File: src/rtl/ex_issue.sv
// Execute-stage issue buffer: captures decoded operands with writeback forwarding,
// forms op2 and a one-hot opcode, and presents them to the ALU from a 2-entry skid buffer.
module ex_issue #(
  parameter int unsigned XLEN   = 32,
  parameter int unsigned REG_AW = 5
) (
  input  logic              clk_i,
  input  logic              rst_ni,
  input  logic              flush_i,
  input  logic              dec_valid_i,
  output logic              dec_ready_o,
  input  logic [2:0]        dec_funct3_i,
  input  logic              dec_alt_i,
  input  logic              dec_use_imm_i,
  input  logic [XLEN-1:0]   dec_imm_i,
  input  logic [REG_AW-1:0] dec_rs1_addr_i,
  input  logic [REG_AW-1:0] dec_rs2_addr_i,
  input  logic [XLEN-1:0]   dec_rs1_data_i,
  input  logic [XLEN-1:0]   dec_rs2_data_i,
  input  logic [REG_AW-1:0] dec_rd_addr_i,
  input  logic              wb_we_i,
  input  logic [REG_AW-1:0] wb_rd_i,
  input  logic [XLEN-1:0]   wb_data_i,
  output logic              ex_valid_o,
  input  logic              ex_ready_i,
  output logic [XLEN-1:0]   op1_o,
  output logic [XLEN-1:0]   op2_o,
  output logic [7:0]        opcode_o,
  output logic              alt_o,
  output logic [REG_AW-1:0] rd_o
);

  typedef enum logic [1:0] {S_EMPTY, S_ONE, S_FULL} state_t;

  state_t r_state, w_state_nxt;
  logic   r_dec_ready;

  logic [XLEN-1:0]   w_src1, w_src2, w_op2_raw, w_op2;
  logic [7:0]        w_opcode;
  logic              w_capture;
  logic              w_ld_main_dec, w_ld_main_skid, w_ld_skid;

  logic [XLEN-1:0]   r_s_op1, r_s_op2;
  logic [7:0]        r_s_opcode;
  logic              r_s_alt;
  logic [REG_AW-1:0] r_s_rd;

  assign w_capture   = dec_valid_i && r_dec_ready;
  assign dec_ready_o = r_dec_ready;
  assign ex_valid_o  = (r_state != S_EMPTY);

  // x0 check comes first so a writeback to x0 can never be forwarded.
  always_comb begin
    // NOTE: every signal gets a default before any branch so no latch is inferred.
    w_src1 = dec_rs1_data_i;
    if (dec_rs1_addr_i == '0)                          w_src1 = '0;
    else if (wb_we_i && (wb_rd_i == dec_rs1_addr_i))   w_src1 = wb_data_i;

    w_src2 = dec_rs2_data_i;
    if (dec_rs2_addr_i == '0)                          w_src2 = '0;
    else if (wb_we_i && (wb_rd_i == dec_rs2_addr_i))   w_src2 = wb_data_i;

    w_op2_raw = dec_use_imm_i ? dec_imm_i : w_src2;
    w_op2     = w_op2_raw;
    if (dec_funct3_i == 3'b001 || dec_funct3_i == 3'b101)
      w_op2 = {{(XLEN-5){1'b0}}, w_op2_raw[4:0]};

    w_opcode = 8'(1) << dec_funct3_i;
  end

  always_comb begin
    w_state_nxt    = r_state;
    w_ld_main_dec  = 1'b0;
    w_ld_main_skid = 1'b0;
    w_ld_skid      = 1'b0;
    unique case (r_state)
      S_EMPTY: if (w_capture) begin
        w_state_nxt   = S_ONE;
        w_ld_main_dec = 1'b1;
      end
      S_ONE: begin
        if (w_capture && ex_ready_i) begin
          w_ld_main_dec = 1'b1;
        end else if (w_capture) begin
          w_state_nxt = S_FULL;
          w_ld_skid   = 1'b1;
        end else if (ex_ready_i) begin
          w_state_nxt = S_EMPTY;
        end
      end
      S_FULL: if (ex_ready_i) begin
        w_state_nxt    = S_ONE;
        w_ld_main_skid = 1'b1;
      end
      default: w_state_nxt = S_EMPTY;
    endcase
    // Flush wins over everything, including a capture in the same cycle.
    if (flush_i) begin
      w_state_nxt    = S_EMPTY;
      w_ld_main_dec  = 1'b0;
      w_ld_main_skid = 1'b0;
      w_ld_skid      = 1'b0;
    end
  end

  always_ff @(posedge clk_i or negedge rst_ni) begin
    if (!rst_ni) begin
      r_state     <= S_EMPTY;
      r_dec_ready <= 1'b1;
    end else begin
      r_state     <= w_state_nxt;
      r_dec_ready <= (w_state_nxt != S_FULL);
    end
  end

  always_ff @(posedge clk_i or negedge rst_ni) begin
    if (!rst_ni) begin
      op1_o    <= '0;
      op2_o    <= '0;
      opcode_o <= '0;
      alt_o    <= 1'b0;
      rd_o     <= '0;
    end else if (w_ld_main_dec) begin
      op1_o    <= w_src1;
      op2_o    <= w_op2;
      opcode_o <= w_opcode;
      alt_o    <= dec_alt_i;
      rd_o     <= dec_rd_addr_i;
    end else if (w_ld_main_skid) begin
      op1_o    <= r_s_op1;
      op2_o    <= r_s_op2;
      opcode_o <= r_s_opcode;
      alt_o    <= r_s_alt;
      rd_o     <= r_s_rd;
    end
  end

  // NOTE: skid payload has no reset; it is only ever read when the FSM says it is valid.
  always_ff @(posedge clk_i) begin
    if (w_ld_skid) begin
      r_s_op1    <= w_src1;
      r_s_op2    <= w_op2;
      r_s_opcode <= w_opcode;
      r_s_alt    <= dec_alt_i;
      r_s_rd     <= dec_rd_addr_i;
    end
  end

endmodule

File: config.mk
export PLATFORM = sky130hd
export DESIGN_NAME = ex_issue
export DESIGN_NICKNAME = d
export VERILOG_FILES = /design/src/rtl/ex_issue.sv
export SDC_FILE = /design/constraint.sdc
export NUM_CORES = 1
export LEC_CHECK = 0
export CORE_AREA = 2 2 166 168
export DETAILED_ROUTE_END_ITERATION = 8
export DIE_AREA = 0 0 168 170
export SLEW_MARGIN = 20
export SYNTH_ARGS = -nofsm -noshare
export SYNTH_HDL_FRONTEND = slang
export SYNTH_SLANG_ARGS = --single-unit
File: constraint.sdc
create_clock -name clk_i -period 3.4 [get_ports clk_i]
set_input_delay 0.34 -clock clk_i [delete_from_list [all_inputs] [get_ports clk_i]]
set_output_delay 0.34 -clock clk_i [all_outputs]
set_load 0.005 [all_outputs]
==> out/summary.txt <==
Skew-Pair Late Insertion Delay -> 0.42 ns
DIE AREA -> 28600 um2
RR Startpoint -> dec_ready_o$_DFF_PN1_
drt pass-1 iters -> 5
WP data arrival -> 2.57 ns
Die X -> 168 um
Seq/Total Area, Yosys -> 55.5%
Critical Path Source -> dec_rs2_addr_i[0]
CP Capture Type -> flip-flop
post-place instance area -> 10600 um2
M3 GR Usage -> 5.28%
final worst path period need -> 2.42 ns
vias per cell -> 5.37
Total GRT Usage -> 19.6%
total grt overflow -> 0
switching share of power -> 26.8%
Int Pwr -> 4.07 mW
WS Path Type -> primary input to flip-flop
register bit total from synthesis -> 159
CP max FO -> 32
antenna viol nets, final -> 0
final setup vio count -> 0
met1 usage in global routing -> 26.2%
Worst-path clk slew -> 0.06 ns
final net count -> 1084
top_reg_cell synth -> dfrtp_1
TritonCTS clock tree -> yes
Synth cell types -> 47
slowest stage cell, crit path -> clkdlybuf4s50_1
CTS max path bufs -> 2
Syn Nets -> 863
Max Cap Violations -> 0
global-route layer with the greatest usage -> met2
number of synthesized flops with an enable pin -> 78
DP Cell Count -> 1246
DRC -> 0
placer's final routability congestion estimate -> 0.824
dpl hpwl -> 19500 um
Final Hold Vio Count -> 0
clock root cell -> clkbuf_16
clock skew -> 0.00833 ns
clk sink count -> 159
Avg Cell Area, Syn -> 11.2 um2
Leak Pwr -> 4.24 nW
Layout Area Growth over Synthesis -> 42.6%
Starting Density -> 29.6%
wire length of the first global-routing pass -> 42300 um
Die Span Y -> 170 um
design area -> 11200 um2
status -> complete, no violations
Wirelength per Cell -> 22.1 um
combinational share of power -> 22.1%
area share of the largest cell type after synthesis -> 29.7%
sw power -> 1.49 mW
relative slew slack -> 45.0%
yosys synthesis warning count -> 0
vias in the first global route -> 6755
crit path cell chain -> clkdlybuf4s50_1 > xor2_1 > nor4_1 > nand3_2 > buf_4 > mux2i_1 > a21oi_1
required time of the critical path -> 3.55 ns
Post-Route WL -> 28300 um
post-route setup TNS -> 0 ns
Async SR Flop Fraction -> 50.9%
Mapped Cells -> 704
initial antenna violation count -> 2
crit-path max cell delay -> 0.51 ns
final non-filler cell total -> 1280
top post-synthesis cells by area -> edfxtp_1 30%, dfrtp_1 25%, mux2i_1 6.9%, a21oi_1 5.6%, o221ai_2 3.8%
RSZ-0062 raised after global routing -> no
cell area after synthesis -> 7880 um2
vias -> 6871
Flop pwr share -> 42.7%
pin count of the biggest net entering global routing -> 63
Ports -> 239
CTS Buf Count -> 17
core area -> 26700 um2
number of H-tree levels -> 4
Pins Over Slew Limit -> 0
Worst Tran Pin Value -> 0.825 ns
# rows -> 60
# Post-CTS Setup Buffers -> 0
Fmax -> 413 MHz
path type of the worst min-delay path -> primary input to async pin
Clk pwr share -> 35.1%
M2 GR Usage -> 31.8%
First DRT Iteration DRCs -> 577
pwr/cell area -> 495 nW/um2
Startpoint Class -> primary input
share of cells above drive strength 1 -> 10.6%
Port Buffers -> 238
period utilisation layout -> 71.3%
largest area contributor in the netlist -> edfxtp_1
Worst VDD drop -> 0.300 mV
-- state kept, by name (all words and copies together), names as in the netlist, 2 cells and up --
name,count
r_state,2
r_s_opcode,8
r_s_op1,32
r_s_rd,5
rd_o,5
opcode_o,8
r_s_op2,32
op2_o,32
op1_o,32
-- final timing paths --
| kind | cells past startpoint | slack [ns] | endpoint |
|---|---|---|---|
| setup reg to reg | 6 | 1.02 | op2_o[6]$_DFFE_PN0P_ |
| max in group asynchronous | 3 | 2.17 | dec_ready_o$_DFF_PN1_ |
| hold / removal | 2 | 0.43 | op2_o[22]$_DFFE_PN0P_ |
| min in group clk_i | 2 | 0.45 | opcode_o[5]$_DFFE_PN0P_ |
| setup / recovery | 7 | 0.98 | r_s_op2[18]$_DFFE_PP_ |
| hold reg to reg | 2 | 0.45 | opcode_o[5]$_DFFE_PN0P_ |
-- placed cells by master (no fill, tap or decap), types with 3 or more instances in the layout --
cell,netlist,final
nand2_1,53,52
a221o_1,6,6
a31oi_1,3,3
nand3_1,4,3
clkdlybuf4s50_1,0,236
nand2b_1,18,18
o221ai_2,20,20
o21ai_0,29,28
buf_4,5,20
a22oi_1,18,18
buf_12,0,4
o221ai_1,12,12
and2_1,3,3
nand2_2,2,3
mux2i_1,54,54
dfrtp_1,80,80
clkbuf_16,0,17
o22ai_1,29,29
nor3_1,7,7
a21oi_1,88,87
a221oi_2,9,9
a211oi_1,27,27
a221oi_1,5,5
xor2_1,8,8
edfxtp_1,78,78
nor2_1,63,62
and3_1,4,3
inv_6,0,3
-- kinds of logic (layout without fill, tap and decap cells) --
kind of cell | after synthesis | after routing | share of synthesized area, %
simple gates | 167 | 167 | 9.61
compound gates | 251 | 251 | 23.0
other cells | 0 | 1 | 0
buf+inv | 63 | 297 | 3.95
flops | 159 | 159 | 55.5
xor+xnor | 10 | 10 | 1.11
mux | 54 | 54 | 6.86
-- final cells by class --
| type | instances | area [um2] |
|---|---|---|
| Clock inverter | 11 | 128 |
| Tap cell | 341 | 427 |
| Fill cell | 2547 | 15400 |
| Sequential cell | 159 | 4370 |
| Multi-Input combinational cell | 482 | 3230 |
| Timing Repair Buffer | 262 | 2610 |
| Inverter | 3 | 12.5 |
| Antenna cell | 1 | 2.50 |
| Clock buffer | 21 | 460 |
-- Yosys cell counts (2+ instances only) --
| cell | number |
|---|---|
| a21oi_1 | 88 |
| dfrtp_1 | 80 |
| edfxtp_1 | 78 |
| nor2_1 | 63 |
| mux2i_1 | 54 |
| nand2_1 | 53 |
| clkbuf_1 | 32 |
| o21ai_0 | 29 |
| o22ai_1 | 29 |
| a211oi_1 | 27 |
| o221ai_2 | 20 |
| a22oi_1 | 18 |
| nand2b_1 | 18 |
| buf_2 | 15 |
| o221ai_1 | 12 |
| a221oi_2 | 9 |
| xor2_1 | 8 |
| nor3_1 | 7 |
| a221o_1 | 6 |
| a221oi_1 | 5 |
| buf_4 | 5 |
| and3_1 | 4 |
| buf_1 | 4 |
| nand3_1 | 4 |
| a31oi_1 | 3 |
| and2_1 | 3 |
| inv_1 | 3 |
| buf_6 | 2 |
| buf_8 | 2 |
| nand2_2 | 2 |
| nor2b_1 | 2 |
| nor4_1 | 2 |
| or4_1 | 2 |
| xnor2_1 | 2 |
-- worst max-delay path, delay by kind of cell --
kind / cells / cell delay [ns]
buffers and inverters: 2 / 0.82
AND/OR/NAND/NOR: 2 / 0.53
multiplexers: 1 / 0.48
XOR/XNOR: 1 / 0.21
AO/OA/AOI/OAI: 1 / 0.13
-- metal layers --
layer	vias to the layer above	routed length [um]
met3	25	2210
met1	3353	12200
met5	-	13
li1	3139	-
met2	352	13300
met4	2	467
-- through the flow --
stage / setup slack [ns] / util [%] / hold slack [ns] / total power, mW
2_1_floorplan: 0.574 / - / 0.0444 / 2.84
3_3_place_gp: 0.612 / 39.9 / 0.347 / 3.64
3_5_place_dp: 0.536 / 39.9 / 0.345 / 3.65
4_1_cts: 0.982 / 42.2 / 0.434 / 5.61
5_1_grt: 0.912 / 42.2 / 0.437 / 5.80
6_report: 0.977 / 42.2 / 0.428 / 5.56
-- timing repair --
action / in CTS / in global routing
gates resized for setup: 0 / 0
hold buffers: 1 / 0
hold endpoints to repair: 31 / 0
endpoints found under the setup margin: 0 / 0
-- power by group through the flow --
| stage | clock (mW) | sequential [mW] | combinational (mW) |
|---|---|---|---|
| after floorplan | 0 | 2.40 | 0.439 |
| after global placement | 0 | 2.42 | 1.22 |
| after detailed placement | 0 | 2.41 | 1.24 |
| after CTS | 1.99 | 2.38 | 1.24 |
| after global routing | 2.07 | 2.40 | 1.33 |
| final | 1.95 | 2.38 | 1.23 |
No activity file was read; power rests on OpenSTA's default activity.
